File: src/rtl/fpaddsub_stream_ctrl_if.sv
// Operand and result streams of the FP add/sub issue/collect controller.
// The controller takes the slave view: it consumes operands and produces results.
interface fpaddsub_stream_ctrl_if #(
  parameter int TAG_W = 4
);
  logic             s_valid;
  logic             s_ready;
  logic [31:0]      s_a;
  logic [31:0]      s_b;
  logic             s_op;
  logic [TAG_W-1:0] s_tag;

  logic             m_valid;
  logic             m_ready;
  logic [31:0]      m_result;
  logic [4:0]       m_flags;
  logic [TAG_W-1:0] m_tag;

  modport slave (
    input  s_valid, s_a, s_b, s_op, s_tag, m_ready,
    output s_ready, m_valid, m_result, m_flags, m_tag
  );

  modport master (
    output s_valid, s_a, s_b, s_op, s_tag, m_ready,
    input  s_ready, m_valid, m_result, m_flags, m_tag
  );
endinterface

File: src/rtl/fpaddsub_stream_ctrl.sv
// Issue/collect controller wrapped around a fixed-latency, non-stallable FP add/sub pipeline.
// Credit-based issue ensures every in-flight result always has a free slot in the result FIFO.
module fpaddsub_stream_ctrl #(
  parameter int LATENCY = 9,
  parameter int DEPTH   = 16,
  parameter int TAG_W   = 4
) (
  input  logic                       clk,
  input  logic                       rst,
  fpaddsub_stream_ctrl_if.slave      strm,
  output logic [31:0]                fpu_a,
  output logic [31:0]                fpu_b,
  output logic                       fpu_operation,
  input  logic [31:0]                fpu_result,
  input  logic [4:0]                 fpu_flags,
  output logic [4:0]                 flag_acc,
  input  logic                       flag_clr,
  output logic [$clog2(DEPTH):0]     occupancy
);

  localparam int AW = $clog2(DEPTH);
  localparam int OW = AW + 1;
  localparam int NS = LATENCY + 1;
  localparam logic [OW-1:0] DEPTH_W = OW'(DEPTH);

  logic [31:0]      fpu_a_q, fpu_b_q;
  logic             fpu_op_q;
  logic [NS-1:0]    vld_q;
  logic [TAG_W-1:0] tag_q [NS];

  logic [31:0]      res_mem  [DEPTH];
  logic [4:0]       flag_mem [DEPTH];
  logic [TAG_W-1:0] tag_mem  [DEPTH];

  logic [AW-1:0]    wptr_q, rptr_q;
  logic [OW-1:0]    cnt_q, cnt_d;
  logic [OW-1:0]    occ_q, occ_d;
  logic             ready_q, ready_d;
  logic [4:0]       flag_acc_q, flag_acc_d;

  logic             accept, pop, wr, head_valid;
  logic [4:0]       head_flags;

  assign head_valid = (cnt_q != '0);
  assign accept     = strm.s_valid & ready_q;
  assign pop        = head_valid & strm.m_ready;
  assign wr         = vld_q[NS-1];
  assign head_flags = head_valid ? flag_mem[rptr_q] : 5'd0;

  // Net occupancy only changes on accept vs pop; a delay-line exit just moves an entry into the FIFO.
  always_comb begin
    occ_d = occ_q;
    if (accept && !pop)      occ_d = occ_q + OW'(1);
    else if (!accept && pop) occ_d = occ_q - OW'(1);
  end

  always_comb begin
    cnt_d = cnt_q;
    if (wr && !pop)      cnt_d = cnt_q + OW'(1);
    else if (!wr && pop) cnt_d = cnt_q - OW'(1);
  end

  assign ready_d = (occ_d < DEPTH_W);

  always_comb begin
    flag_acc_d = flag_acc_q;
    if (flag_clr && pop) flag_acc_d = head_flags;
    else if (flag_clr)   flag_acc_d = 5'd0;
    else if (pop)        flag_acc_d = flag_acc_q | head_flags;
  end

  always_ff @(posedge clk or posedge rst) begin
    if (rst) begin
      fpu_a_q    <= '0;
      fpu_b_q    <= '0;
      fpu_op_q   <= 1'b0;
      vld_q      <= '0;
      for (int i = 0; i < NS; i++) tag_q[i] <= '0;
      wptr_q     <= '0;
      rptr_q     <= '0;
      cnt_q      <= '0;
      occ_q      <= '0;
      ready_q    <= 1'b0;
      flag_acc_q <= '0;
    end else begin
      // Idle cycles feed zeros so the adder computes a harmless +0 + +0 bubble.
      fpu_a_q  <= accept ? strm.s_a  : 32'd0;
      fpu_b_q  <= accept ? strm.s_b  : 32'd0;
      fpu_op_q <= accept ? strm.s_op : 1'b0;
      vld_q    <= {vld_q[NS-2:0], accept};
      tag_q[0] <= accept ? strm.s_tag : '0;
      for (int i = 1; i < NS; i++) tag_q[i] <= tag_q[i-1];
      if (wr)  wptr_q <= wptr_q + AW'(1);
      if (pop) rptr_q <= rptr_q + AW'(1);
      cnt_q      <= cnt_d;
      occ_q      <= occ_d;
      ready_q    <= ready_d;
      flag_acc_q <= flag_acc_d;
    end
  end

  // Storage needs no reset: the head is masked whenever the count is zero.
  always_ff @(posedge clk) begin
    if (wr) begin
      res_mem[wptr_q]  <= fpu_result;
      flag_mem[wptr_q] <= fpu_flags;
      tag_mem[wptr_q]  <= tag_q[NS-1];
    end
  end

  assign fpu_a         = fpu_a_q;
  assign fpu_b         = fpu_b_q;
  assign fpu_operation = fpu_op_q;

  assign strm.s_ready  = ready_q;
  assign strm.m_valid  = head_valid;
  assign strm.m_result = head_valid ? res_mem[rptr_q] : 32'd0;
  assign strm.m_flags  = head_flags;
  assign strm.m_tag    = head_valid ? tag_mem[rptr_q] : '0;

  assign flag_acc  = flag_acc_q;
  assign occupancy = occ_q;

endmodule
File: src/flat_wrapper.sv
// flat-port wrapper written by rule: the top's interface ports become plain ports
module fpaddsub_stream_ctrl_flat 
#(
  parameter int LATENCY = 9,
  parameter int DEPTH   = 16,
  parameter int TAG_W   = 4
)
  (clk, rst, fpu_a, fpu_b, fpu_operation, fpu_result, fpu_flags, flag_acc, flag_clr, occupancy, strm_s_valid, strm_s_a, strm_s_b, strm_s_op, strm_s_tag, strm_m_ready, strm_s_ready, strm_m_valid, strm_m_result, strm_m_flags, strm_m_tag);
  fpaddsub_stream_ctrl_if #(.TAG_W(TAG_W)) strm_i ();
  input  logic clk;
  input  logic rst;
  output logic [31:0] fpu_a;
  output logic [31:0] fpu_b;
  output logic fpu_operation;
  input  logic [31:0] fpu_result;
  input  logic [4:0] fpu_flags;
  output logic [4:0] flag_acc;
  input  logic flag_clr;
  output logic [$clog2(DEPTH):0] occupancy;
  input wire logic [$bits(strm_i.s_valid)-1:0] strm_s_valid;
  input wire logic [$bits(strm_i.s_a)-1:0] strm_s_a;
  input wire logic [$bits(strm_i.s_b)-1:0] strm_s_b;
  input wire logic [$bits(strm_i.s_op)-1:0] strm_s_op;
  input wire logic [$bits(strm_i.s_tag)-1:0] strm_s_tag;
  input wire logic [$bits(strm_i.m_ready)-1:0] strm_m_ready;
  output wire logic [$bits(strm_i.s_ready)-1:0] strm_s_ready;
  output wire logic [$bits(strm_i.m_valid)-1:0] strm_m_valid;
  output wire logic [$bits(strm_i.m_result)-1:0] strm_m_result;
  output wire logic [$bits(strm_i.m_flags)-1:0] strm_m_flags;
  output wire logic [$bits(strm_i.m_tag)-1:0] strm_m_tag;
  assign strm_i.s_valid = strm_s_valid;
  assign strm_i.s_a = strm_s_a;
  assign strm_i.s_b = strm_s_b;
  assign strm_i.s_op = strm_s_op;
  assign strm_i.s_tag = strm_s_tag;
  assign strm_i.m_ready = strm_m_ready;
  assign strm_s_ready = strm_i.s_ready;
  assign strm_m_valid = strm_i.m_valid;
  assign strm_m_result = strm_i.m_result;
  assign strm_m_flags = strm_i.m_flags;
  assign strm_m_tag = strm_i.m_tag;
  fpaddsub_stream_ctrl #(.LATENCY(LATENCY), .DEPTH(DEPTH), .TAG_W(TAG_W)) u_core (.clk(clk), .rst(rst), .strm(strm_i), .fpu_a(fpu_a), .fpu_b(fpu_b), .fpu_operation(fpu_operation), .fpu_result(fpu_result), .fpu_flags(fpu_flags), .flag_acc(flag_acc), .flag_clr(flag_clr), .occupancy(occupancy));
endmodule
File: config.mk
export PLATFORM = sky130hd
export DESIGN_NAME = fpaddsub_stream_ctrl_flat
export DESIGN_NICKNAME = d
export VERILOG_FILES = /design/src/rtl/fpaddsub_stream_ctrl_if.sv /design/src/rtl/fpaddsub_stream_ctrl.sv /design/src/flat_wrapper.sv
export SDC_FILE = /design/constraint.sdc
export NUM_CORES = 1
export LEC_CHECK = 0
export BUFFER_PORTS_ARGS = -buffer_cell sky130_fd_sc_hd__buf_4
export CAP_MARGIN = 20
export CORE_ASPECT_RATIO = 1.5
export CORE_MARGIN = 2
export CORE_UTILIZATION = 54
export DETAILED_ROUTE_END_ITERATION = 6
export PLACE_DENSITY = 0.76
export SYNTH_ARGS = -nofsm -noshare
export SYNTH_HDL_FRONTEND = slang
export SYNTH_SLANG_ARGS = --single-unit
File: constraint.sdc
create_clock -name clk -period 4.1 [get_ports clk]
set_clock_uncertainty 0.2 [all_clocks]
set_input_delay 0.615 -clock clk [delete_from_list [all_inputs] [get_ports clk]]
set_output_delay 0.615 -clock clk [all_outputs]
set_load 0.01 [all_outputs]
=== Yosys cells after proc, flatten, opt, wreduce, memory -nomap -nowiden ===
Memory sizes are Yosys's and may differ from the RTL's.
Cells that the tools add are included.

* Bits in registers: 139
* Memory bits (writable): 656
* Bits of input ports: 111
* Output and inout bits: 118
* Memories: 3

* $add $sub $neg: 6
* $lt $le $gt $ge: 1
* Muxes and demuxes: 16
* Bitwise gates (word level): 3
* Reductions and logical operators: 11

{| class="wikitable"
|+ Memories
! name !! words !! bits a word !! rd ports !! clocked after Yosys merged registers in !! write ports !! line !! RTL
|-
| u_core.res_mem || 16 || 32 || 1 || 0 || 1 || fpaddsub_stream_ctrl.sv:31 || <nowiki>logic [31:0] res_mem [DEPTH];</nowiki>
|-
| u_core.flag_mem || 16 || 5 || 1 || 0 || 1 || fpaddsub_stream_ctrl.sv:32 || <nowiki>logic [4:0] flag_mem [DEPTH];</nowiki>
|-
| u_core.tag_mem || 16 || 4 || 1 || 0 || 1 || fpaddsub_stream_ctrl.sv:33 || <nowiki>logic [TAG_W-1:0] tag_mem [DEPTH];</nowiki>
|}

{| class="wikitable"
|+ Operators by type and width
! cell !! count
|-
| 2-to-1 mux 32 bit || 3
|-
| 2-to-1 mux 5 bit || 8
|-
| adder 5 x 1 -> 5 bit (second input constant) || 2
|-
| subtractor 5 x 1 -> 5 bit (second input constant) || 2
|-
| adder 4 x 1 -> 4 bit (second input constant) || 2
|-
| 2-to-1 mux 4 bit || 2
|-
| logical AND 1 bit || 5
|-
| less-than comparator 5 bit (second input constant) || 1
|-
| OR 5 bit || 1
|-
| nonzero test 5 bit || 1
|-
| logical NOT 1 bit || 3
|-
| 2-to-1 mux 1 bit || 3
|-
| nonzero test 3 bit || 1
|-
| bitwise AND 1 bit || 2
|-
| nonzero test 2 bit || 1
|}

=== Depth between registers and ports, before layout ===
* Depth after elaboration: 6
* Mapped depth: 12

=== Worst setup path before layout ===
No wires, ideal clock.

* Kind: reg-to-reg
* Start: reg u_core.vld_q[9]
* End: mem u_core.flag_mem[11][0], enable pin
* Setup time: 0.499 ns
* Data arrival time: 3.827 ns
* Slack: -0.426 ns
* Cell stages (with the launch flop): 4
* Path through: dfrtp_1 clkbuf_1 nand2_1 nor3b_1

* Cells in the longest elaborated chain, start to end: 2

{| class="wikitable"
|+ Ends and longest elaborated chain
! what !! line !! RTL
|-
| from (decl) || fpaddsub_stream_ctrl.sv:28 || <nowiki>logic [NS-1:0] vld_q;</nowiki>
|-
| from (signal assigned) || fpaddsub_stream_ctrl.sv:90 || <nowiki>vld_q <= {vld_q[NS-2:0], accept};</nowiki>
|-
| 2-to-1 mux 1 bit || fpaddsub_stream_ctrl.sv:104 || <nowiki>if (wr) begin</nowiki>
|-
| 2-to-1 mux 1 bit (not written as such) || fpaddsub_stream_ctrl.sv:106 || <nowiki>flag_mem[wptr_q] <= fpu_flags;</nowiki>
|-
| to (decl) || fpaddsub_stream_ctrl.sv:32 ||
|}

No other way between the ends.

=== Final worst setup path ===
* Start: reg u_core.rptr_q[0]
* End: out strm_m_result[11]

* Cells in the longest elaborated chain, start to end: 2

{| class="wikitable"
|+ Ends and longest elaborated chain
! what !! line !! RTL
|-
| from (decl) || fpaddsub_stream_ctrl.sv:35 || <nowiki>logic [AW-1:0] wptr_q, rptr_q;</nowiki>
|-
| from (signal assigned) || fpaddsub_stream_ctrl.sv:94 || <nowiki>if (pop) rptr_q <= rptr_q + AW'(1);</nowiki>
|-
| memory read (16 x 32 bit) || - ||
|-
| 2-to-1 mux 32 bit || fpaddsub_stream_ctrl.sv:117 || <nowiki>assign strm.m_result = head_valid ? res_mem[rptr_q] : 32'd0;</nowiki>
|-
| to (decl) || flat_wrapper.sv:28 || <nowiki>output wire logic [$bits(strm_i.m_result)-1:0] strm_m_result;</nowiki>
|}

No other way between the ends.

==> results.md <==
- Outcome: finished clean
- Largest net degree at the start of global routing: 140
- Critical path launch point type: register
- Routability cong.: 0.7931
- Max Slew Vio Count: 0
- Multi-input gate area: 6086 sq um
- Final hold violation count: 0
- Final critical-path share of the clock period: 92.70%
- Sequential share of the synthesized area: between 70% and 80%
- First-pass GRT wire length: about 95000 um
- Via count: 14380
- Post-cts resize count: 0
- Final wirelength: approximately 64000 um
- Post-CTS setup repair buffer count: 0
- WL per Instance: 26.83 um
- Ys Warns: 0
- Maxcap violations: 0
- DRT Pass-1 Iters: 5
- Commonest non-fill, non-tap cell in the layout: edfxtp_1
- Yosys reg bits: 795
- Skew-Pair Late Insertion Delay: 600 ps
- Vias per std cell: around 6.1
- Port Buf Inserts: around 230
- Dpl cells: 2234
- Die area: around 57000 sq um
- Cell mode on critical path: buf_4
- Final setup vio count: 0
- Layout cells sized above 1: 32.56%
- Clk root buf: clkbuf_16
- Crit path buf inv count: 2
- # rows: 105
- Final HPWL DP: 32950 um
- Sum of negative setup slack: 0 ps
- DR DRC count: 0
- Place WS: 885.5 ps
- FMAX: 0.2631 GHz
- Syn nets: between 1000 and 1500
- Final min period: 3801 ps
- Initial core utilization: 54.37%
- CTS tree: yes
- Number of global-route vias before repair: around 15000
- Worst endpoint data arrival time: 2990 ps
- Chip Height: between 200 and 300 um
- GRT overflow: 0
- Setup Crit Path Kind: register to primary output
- CP top delay family: multiplexers
- Required @ worst endpoint: 3280 ps
- Antenna Nets Post-Route: 0
- Register Area: 23190 sq um
- Rel. slew slack: roughly two fifths
- Nets: 1739
- Initial antenna violation count: 3
- Syn Inst Count: 1359
- Pwr/cell area: 678.6 nW/um^2
- Final cell count without fillers: 2367
- Largest stage delay on the critical path: 720 ps
- Drt initial violations: 1204
- Worst-path cell chain: buf_4 > mux4_2 > mux2i_1 > o22ai_1 > buf_4
- Slowest CP cell: dfrtp_4
- Clock buffer depth: 3
- TritonCTS buffer count: 72
- Commonest cells after routing, fill and taps aside: edfxtp_1 (656), buf_4 (242), mux4_2 (156)
- Lkg Pwr: 12.58 nW
- Netlist cell types: 38
- Post-Syn Area: between 20000 and 30000 sq um
- CP Max Fanout: 23
- Area Growth Syn to Fin: 16.67%
- Hold_buf cts: 0
- Smallest setup slack after layout: 299.2 ps
- Maximum VDD drop: between 500 and 600 uV
- Clock sinks: around 800
- Filler cell count: about 3600
- Critical path endpoint category: primary output
- Tightest Pin Transition: around 920 ps
- RSZ-0062 raised after global routing: false
- Hold Crit Class: input pin to async pin
- Die Wd: 195.3 um
- GRT Total Usage: 22.87%
- I/O Pins: 229
- H-tree depth: 3
- Clock slew at reported path FFs: about 60 ps
- Overall Power: 0.02347 W
- Syn avg cell area: 21.81 sq um
- Floorplan core area: 54520 sq um
[metrics by stage]
step	area, sq um	util, %	hold slack, ps
floorplan	29660	-	131.2
global placement	32280	59.21	133.7
detailed placement	32280	59.21	134.7
CTS	34580	63.43	26.34
global route	34580	63.43	41.45
finish	34580	63.43	7.779
[state kept, by name (all words and copies together) (netlist names)]
signal,count
u_core.vld_q,10
u_core.flag_acc,5
u_core.wptr_q,4
u_core.flag_mem,80
u_core.tag_q,40
u_core.tag_mem,64
u_core.rptr_q,4
u_core.occupancy,5
u_core.fpu_operation,1
u_core.fpu_a,32
u_core.cnt_q,5
u_core.res_mem,512
u_core.fpu_b,32
u_core.strm.s_ready,1
[layer usage]
| metal | GRT usage, % | wire [um] | up-vias |
|---|---|---|---|
| li1 | - | - | 6041 |
| met1 | 29.43 | 24030 | 7523 |
| met2 | 39.12 | 32750 | 710 |
| met3 | 5.353 | 5351 | 103 |
| met4 | 6.814 | 1346 | 4 |
| met5 | 0 | 30 | - |
[kinds of logic after synthesis]
family          Yosys count  share of synthesized area (%)
compound gates           65                          1.397
flops                   795                          78.19
xor+xnor                 11                         0.3250
mux                     248                          15.42
fa+ha+maj                15                         0.6585
simple gates            131                          2.473
buf+inv                  94                          1.541
[final timing paths]
check	to	cells past startpoint	slack, ps	startpoint
worst max-delay path	strm_m_result[11]	5	300	u_core.rptr_q[0]
worst min-delay path	u_core.fpu_b[5]	3	8	rst
worst max register to register	u_core.cnt_q[4]	11	1030	u_core.cnt_q[1]
worst min register to register	u_core.tag_q[11]	0	130	u_core.tag_q[15]
max in group asynchronous	u_core.rptr_q[1]	3	3070	rst
min in group clk	u_core.fpu_b[20]	2	60	strm_s_b[20]
[tightest hold or removal path, cell delays in order]
cell	delay, ps
buf_4	120
clkinvlp_4	70
buf_12	480
[where the power goes]
| group | total [W] | switching, W | internal, W |
|---|---|---|---|
| Sequential | 0.0102 | 0.000616 | 0.00956 |
| Combinational | 0.00669 | 0.00338 | 0.00331 |
| Clock | 0.00660 | 0.00284 | 0.00376 |
| Total | 0.0235 | 0.00683 | 0.0166 |
[cells in the mapped netlist (all sizes together)]
library cell | instances | area, sq um
edfxtp | 656 | 19700
mux4 | 164 | 3724
dfrtp | 139 | 3478
mux2i | 79 | 790.8
and3 | 70 | 437.9
buf | 45 | 269.0
o22ai | 41 | 256.5
clkbuf | 29 | 112.6
nand2 | 22 | 85.09
inv | 20 | 75.07
ha | 14 | 175.2
and2 | 13 | 81.33
nor2 | 13 | 48.80
o21ai | 10 | 68.81
a21oi | 8 | 40.04
xnor2 | 8 | 70.07
mux2 | 5 | 56.30
nand4 | 4 | 25.02
nor3b | 3 | 22.52
xor2 | 3 | 26.28
a21o | 2 | 15.01
nand3 | 2 | 10.01
nor3 | 2 | 10.01
a211oi | 1 | 7.510
fa | 1 | 20.02
nand2b | 1 | 6.260
o211ai | 1 | 7.510
o221a | 1 | 11.26
o31ai | 1 | 7.510
or3 | 1 | 6.260
[layout make-up]
class,count,area share (%)
antenna,1,0.007236
clock buffer,98,5.807
clock inverter,34,0.8502
inverter,20,0.2279
multi-input combinational,470,17.60
sequential,795,67.05
tap,695,2.514
timing repair buffer,254,5.948
(Power assumes the default switching activity.)
